## src/rtl/sram_port_ctrl_pkg.sv

```systemverilog
// Shared constants and helpers for the SRAM port controller.
// Width helpers size FIFO pointers and counters.
package sram_ctrl_pkg;

  localparam int DEF_ADDR_W = 5;
  localparam int DEF_DATA_W = 32;
  localparam int BYTES      = DEF_DATA_W / 8;

  function automatic int clog2(input int n);
    int r;
    r = 1;
    for (int i = 1; i < 31; i++)
      if ((1 << i) < n) r = i + 1;
    return r;
  endfunction

endpackage

```

## src/rtl/sram_port_ctrl_if.sv

```systemverilog
// Request/response stream bundle between an initiator
// and the SRAM port controller.
interface sram_port_ctrl_if #(
  parameter int ADDR_W = 5,
  parameter int DATA_W = 32
);

  logic                  req_valid;
  logic                  req_ready;
  logic                  req_write;
  logic [ADDR_W-1:0]     req_addr;
  logic [DATA_W-1:0]     req_wdata;
  logic [DATA_W/8-1:0]   req_mask;
  logic                  resp_valid;
  logic                  resp_ready;
  logic [DATA_W-1:0]     resp_rdata;

  modport master (
    output req_valid, req_write, req_addr,
    output req_wdata, req_mask, resp_ready,
    input  req_ready, resp_valid, resp_rdata
  );

  modport slave (
    input  req_valid, req_write, req_addr,
    input  req_wdata, req_mask, resp_ready,
    output req_ready, resp_valid, resp_rdata
  );

endinterface

```

## src/rtl/sram_port_ctrl_resp_fifo.sv

```systemverilog
// Read-response FIFO: synchronous push/pop, occupancy
// count, pointers wrap modulo DEPTH.
module sram_resp_fifo
  import sram_ctrl_pkg::*;
#(
  parameter  int DEPTH = 3,
  parameter  int WIDTH = 32,
  localparam int CW    = clog2(DEPTH + 1)
) (
  input  logic             clk,
  input  logic             rst_n,
  input  logic             push,
  input  logic [WIDTH-1:0] din,
  input  logic             pop,
  output logic [WIDTH-1:0] dout,
  output logic [CW-1:0]    count
);

  localparam int PW = clog2(DEPTH);

  logic [WIDTH-1:0] mem [DEPTH];
  logic [PW-1:0]    wp;
  logic [PW-1:0]    rp;
  logic             do_pop;

  function automatic logic [PW-1:0] inc(
    input logic [PW-1:0] p
  );
    return (p == PW'(DEPTH - 1)) ? '0 : p + 1'b1;
  endfunction

  assign do_pop = pop && (count != '0);
  assign dout   = mem[rp];

  always_ff @(posedge clk) begin
    if (push) mem[wp] <= din;
  end

  always_ff @(posedge clk or negedge rst_n) begin
    if (!rst_n) begin
      wp    <= '0;
      rp    <= '0;
      count <= '0;
    end else begin
      if (push)   wp <= inc(wp);
      if (do_pop) rp <= inc(rp);
      unique case ({push, do_pop})
        2'b10:   count <= count + 1'b1;
        2'b01:   count <= count - 1'b1;
        default: count <= count;
      endcase
    end
  end

endmodule

```

## src/rtl/sram_port_ctrl.sv

```systemverilog
// One-port front end for the SRAM2RW byte-masked macros:
// request stream to CSB/WEB/OEB strobes, read data to a FIFO.
module sram_port_ctrl
  import sram_ctrl_pkg::*;
#(
  parameter int ADDR_W     = 5,
  parameter int DATA_W     = 32,
  parameter int RESP_DEPTH = 3
) (
  input  logic                clk,
  input  logic                rst_n,
  sram_port_ctrl_if.slave     bus,
  output logic                sram_csb,
  output logic                sram_web,
  output logic                sram_oeb,
  output logic [DATA_W/8-1:0] sram_bytemask,
  output logic [ADDR_W-1:0]   sram_a,
  output logic [DATA_W-1:0]   sram_i,
  input  logic [DATA_W-1:0]   sram_o
);

  localparam int CW = clog2(RESP_DEPTH + 1);

  logic          rd_inflight;
  logic [CW-1:0] count;
  logic [CW:0]   occ;
  logic          fire;
  logic          rd_fire;
  logic          wr_fire;

  // Occupancy reserves a slot per read in flight; a same-cycle
  // pop is not credited, keeping ready free of resp_ready.
  assign occ = {1'b0, count} + {{CW{1'b0}}, rd_inflight};
  assign bus.req_ready =
    rst_n && (occ < (CW + 1)'(RESP_DEPTH));

  assign fire    = bus.req_valid && bus.req_ready;
  assign rd_fire = fire && !bus.req_write;
  assign wr_fire = fire && bus.req_write
                   && (|bus.req_mask);

  assign sram_a   = bus.req_addr;
  assign sram_i   = bus.req_wdata;
  assign sram_oeb = !rd_inflight;

  always_comb begin
    sram_csb      = 1'b1;
    sram_web      = 1'b1;
    sram_bytemask = '0;
    unique case (1'b1)
      rd_fire: sram_csb = 1'b0;
      wr_fire: begin
        sram_csb      = 1'b0;
        sram_web      = 1'b0;
        sram_bytemask = bus.req_mask;
      end
      default: ;
    endcase
  end

  always_ff @(posedge clk or negedge rst_n) begin
    if (!rst_n) rd_inflight <= 1'b0;
    else        rd_inflight <= rd_fire;
  end

  assign bus.resp_valid = (count != '0);

  sram_resp_fifo #(
    .DEPTH (RESP_DEPTH),
    .WIDTH (DATA_W)
  ) u_fifo (
    .clk   (clk),
    .rst_n (rst_n),
    .push  (rd_inflight),
    .din   (sram_o),
    .pop   (bus.resp_valid && bus.resp_ready),
    .dout  (bus.resp_rdata),
    .count (count)
  );

endmodule

```

## src/flat_wrapper.sv

```systemverilog
// flat-port wrapper written by rule: the top's interface ports become plain ports
module sram_port_ctrl_flat import sram_ctrl_pkg::*;
#(
  parameter int ADDR_W     = 5,
  parameter int DATA_W     = 32,
  parameter int RESP_DEPTH = 3
)
  (clk, rst_n, sram_csb, sram_web, sram_oeb, sram_bytemask, sram_a, sram_i, sram_o, bus_req_valid, bus_req_write, bus_req_addr, bus_req_wdata, bus_req_mask, bus_resp_ready, bus_req_ready, bus_resp_valid, bus_resp_rdata);
  sram_port_ctrl_if #(.ADDR_W(ADDR_W), .DATA_W(DATA_W)) bus_i ();
  input  logic clk;
  input  logic rst_n;
  output logic sram_csb;
  output logic sram_web;
  output logic sram_oeb;
  output logic [DATA_W/8-1:0] sram_bytemask;
  output logic [ADDR_W-1:0] sram_a;
  output logic [DATA_W-1:0] sram_i;
  input  logic [DATA_W-1:0] sram_o;
  input wire logic [$bits(bus_i.req_valid)-1:0] bus_req_valid;
  input wire logic [$bits(bus_i.req_write)-1:0] bus_req_write;
  input wire logic [$bits(bus_i.req_addr)-1:0] bus_req_addr;
  input wire logic [$bits(bus_i.req_wdata)-1:0] bus_req_wdata;
  input wire logic [$bits(bus_i.req_mask)-1:0] bus_req_mask;
  input wire logic [$bits(bus_i.resp_ready)-1:0] bus_resp_ready;
  output wire logic [$bits(bus_i.req_ready)-1:0] bus_req_ready;
  output wire logic [$bits(bus_i.resp_valid)-1:0] bus_resp_valid;
  output wire logic [$bits(bus_i.resp_rdata)-1:0] bus_resp_rdata;
  assign bus_i.req_valid = bus_req_valid;
  assign bus_i.req_write = bus_req_write;
  assign bus_i.req_addr = bus_req_addr;
  assign bus_i.req_wdata = bus_req_wdata;
  assign bus_i.req_mask = bus_req_mask;
  assign bus_i.resp_ready = bus_resp_ready;
  assign bus_req_ready = bus_i.req_ready;
  assign bus_resp_valid = bus_i.resp_valid;
  assign bus_resp_rdata = bus_i.resp_rdata;
  sram_port_ctrl #(.ADDR_W(ADDR_W), .DATA_W(DATA_W), .RESP_DEPTH(RESP_DEPTH)) u_core (.clk(clk), .rst_n(rst_n), .bus(bus_i), .sram_csb(sram_csb), .sram_web(sram_web), .sram_oeb(sram_oeb), .sram_bytemask(sram_bytemask), .sram_a(sram_a), .sram_i(sram_i), .sram_o(sram_o));
endmodule
```

## config.mk

```make
export PLATFORM = sky130hd
export DESIGN_NAME = sram_port_ctrl_flat
export DESIGN_NICKNAME = d
export VERILOG_FILES = /design/src/rtl/sram_port_ctrl_pkg.sv /design/src/rtl/sram_port_ctrl_if.sv /design/src/rtl/sram_port_ctrl_resp_fifo.sv /design/src/rtl/sram_port_ctrl.sv /design/src/flat_wrapper.sv
export SDC_FILE = /design/constraint.sdc
export NUM_CORES = 1
export LEC_CHECK = 0
export CAP_MARGIN = 20
export CELL_PAD_IN_SITES_DETAIL_PLACEMENT = 1
export CELL_PAD_IN_SITES_GLOBAL_PLACEMENT = 1
export CORE_AREA = 4 4 92 137
export DETAILED_ROUTE_END_ITERATION = 12
export DIE_AREA = 0 0 96 141
export PLACE_DENSITY = 0.85
export SLEW_MARGIN = 5
export SYNTH_ARGS = -nofsm -noshare
export SYNTH_HDL_FRONTEND = slang
export SYNTH_SLANG_ARGS = --single-unit
```

## constraint.sdc

```tcl
create_clock -name clk -period 5.5 [get_ports clk]
set_input_delay 0.55 -clock clk [delete_from_list [all_inputs] [get_ports clk]]
set_output_delay 0.55 -clock clk [all_outputs]
set_load 0.1 [all_outputs]
```

==> impl_metrics.csv <==
group,metric,value,unit
run_status,status,"finished, final reports clean",
die,pin_count,156,
cts,clkTransAtPathRegs,0.07,ns
layout,num_antenna_cells,0,
global_routing,grt_use_met1,13.1,%
cts,cts_resized,0,
route,via_per_inst,4.84,
cts,cts_tree,"done",
yosys,synth-edff-count,96,
flow_run,max_cap_violations,0,
timing,maxSlewViolCount,0,
die,fp.coreArea,11500,µm²
layout,syn_to_final_growth,24.1,%
timing,rsz0062_at_grt,"false",
die,die_w,96,µm
timing,period_share,66.7,%
global_routing,grt_first_pass_wirelength,13500,µm
placement,routabilityCongestion,0.733,
global_routing,use_met3,4.81,%
timing,hold_violations,0,
timing,skew,0.00430,ns
placement,portBuffers,81,
yosys,ys_warn_count,0,
setup_path,worst-path-max-fanout,5,
yosys,synth_area_leaders,"edfxtp_1, mux2i_1, buf_4, dfrtp_1, o21ai_1",
route,vias,2351,
cts,cts.sinks,103,
yosys,ys_types,26,
global_routing,top_usage_layer,"met2",
global_routing,grt_pass1_vias,2656,
timing,fin_crit,3.67,ns
route,firstDrtPassIters,4,
global_routing,grt_overflow,0,
yosys,syn_area,4260,µm²
setup_path,end_kind,"output pin",
die,fp.dieH,141,µm
route,drcViolationCount,0,
yosys,yosysTopAreaCellShare,67.6,%
route,wl_per_cell,17.8,µm
timing,worst_pin_slew,1.07,ns
setup_path,worstSetupPathType,"register to output pin",
global_routing,grt_max_degree,68,
layout,nets,413,
layout,layout-drive-gt1-share,8.33,%
timing,slew_headroom,28.6,%
yosys,yosysMostFrequentCell,"edfxtp_1",
setup_path,required,4.95,ns
timing,setup_tns,0,ns
cts,cts_buffers,9,
global_routing,grtUsageTotal,13.5,%
yosys,synth.top_cells.by_count,"edfxtp_1, buf_4, nand2_1",
setup_path,critPathLaunchType,"register",
cts,clock_tree.htree_level_count,3,
yosys,yosys_most_used_dff,"edfxtp_1",
placement,hpwl,5970,µm
worst_hold_path,hold_path.class,"input pin to asynchronous set/reset pin",
cts,postCtsSetupBuffers,0,
route,drtAntennaViolNets,0,
timing,setup_ws,1.83,ns
yosys,synth_seq_area_share,71.8,%
cts,root_buffer,"clkbuf_16",
cts,cts_max_path_buffers,2,
timing,setup_viol,0,
timing,max_freq,273,MHz
yosys,ys_ff_latch,103,
yosys,async_reset_ff_share,6.80,%
yosys,syn_inst,282,
die,start_util,37.2,%
yosys,yosys.area.top_type,"edfxtp_1",
yosys,avgSynthCellArea,15.1,µm²
yosys,syn_nets,363,
cts,clkLatencyLatePin,0.33,ns
cts,postCtsHoldBufs,0,
die,rows,48,
global_routing,use_met2,23.8,%
route,wl,8630,µm
placement,place_ws,1.82,ns
setup_path,cp.arrival,3.12,ns
die,dieArea,13500,µm²
route,drt_iter0_markers,62,
global_routing,antenna_found_initial,1,
## layout by cell type, fill, tap and decap left out
cell type / instances
ha_1: 3
and3b_1: 1
nor4_1: 1
nor2_1: 1
nor3_1: 1
bufinv_16: 1
buf_16: 1
a2111oi_4: 1
clkbuf_16: 9
xnor2_1: 2
nor3b_2: 1
edfxtp_1: 96
nand3_1: 1
buf_12: 1
nor3_2: 1
xor2_1: 1
dfrtp_2: 2
dfrtp_1: 5
nand2b_1: 1
clkbuf_1: 1
o21ai_0: 5
or2_2: 1
a211oi_2: 1
nor2_4: 1
clkdlybuf4s50_1: 81
a21o_1: 3
inv_6: 2
nand2_1: 37
o21ai_1: 29
clkinv_2: 2
buf_4: 4
mux2i_1: 32
and2_1: 4
inv_1: 3
## kinds of logic after synthesis
logic type	count (synthesis)	synth area share (%)
and+or+nand+nor	51	5.20
AOI/OAI and AO/OA	39	5.46
muxes	32	7.52
adders and majority gates	3	0.881
xor gates and xnor gates	3	0.617
buffers and inverters	51	8.57
DFF	103	71.8
## stage by stage
| step | cells | utilization (%) | cell area, µm² | hold slack, ns |
|---|---|---|---|---|
| after floorplan | 282 | - | 4260 | 0.254 |
| after global placement | 469 | 43.2 | 4960 | 0.522 |
| after detailed placement | 469 | 43.2 | 4960 | 0.533 |
| after CTS | 484 | 45.7 | 5240 | 0.488 |
| after global routing | 486 | 46.1 | 5290 | 0.502 |
| final | 486 | 46.1 | 5290 | 0.491 |
## layout make-up
class	count	area [µm²]
clock buffer	10	229
clock inverter	5	57.6
fill	1147	6180
inverter	3	11.3
multi-input combinational	128	856
sequential	103	3060
tap	150	188
timing repair buffer	87	888
## worst max-delay path: stages (launching register included)
cell	delay [ns]
dfrtp_1	0.44
ha_1	0.23
ha_1	0.33
a2111oi_4	0.44
and2_1	0.19
clkdlybuf4s50_1	1.14
## path summary, 6_finish.rpt
| check | slack (ns) | cells past startpoint | endpoint | start |
|---|---|---|---|---|
| worst min register to register | 0.54 | 1 | u_core.u_fifo.count[1]$_DFFE_PN0P_ | u_core.u_fifo.count[1]$_DFFE_PN0P_ |
| worst min-delay path | 0.49 | 1 | u_core.u_fifo.count[0]$_DFFE_PN0P_ | rst_n |
| max in group asynchronous | 4.72 | 1 | u_core.u_fifo.rp[0]$_DFFE_PN0N_ | rst_n |
| worst max register to register | 3.92 | 4 | u_core.rd_inflight$_DFF_PN0_ | u_core.u_fifo.count[0]$_DFFE_PN0P_ |
| min in group clk | 0.54 | 1 | u_core.u_fifo.count[1]$_DFFE_PN0P_ | u_core.u_fifo.count[1]$_DFFE_PN0P_ |
| worst max-delay path | 1.83 | 5 | sram_bytemask[1] | u_core.u_fifo.count[0]$_DFFE_PN0P_ |
## routing by layer
layer	vias to the layer above	share of wire (%)
li1	1082	-
met1	1156	33
met2	74	55
met3	37	7.4
met4	2	5.3
met5	-	0.14
## sequential cells by signal, indices dropped and copies added, names as in the netlist
signal               count
u_core.u_fifo.count      2
u_core.u_fifo.wp         2
u_core.rd_inflight       1
u_core.u_fifo.mem       96
u_core.u_fifo.rp         2
Power is not shown: default switching activity piles up to over one toggle a cycle in this logic, so the estimate is an artifact.
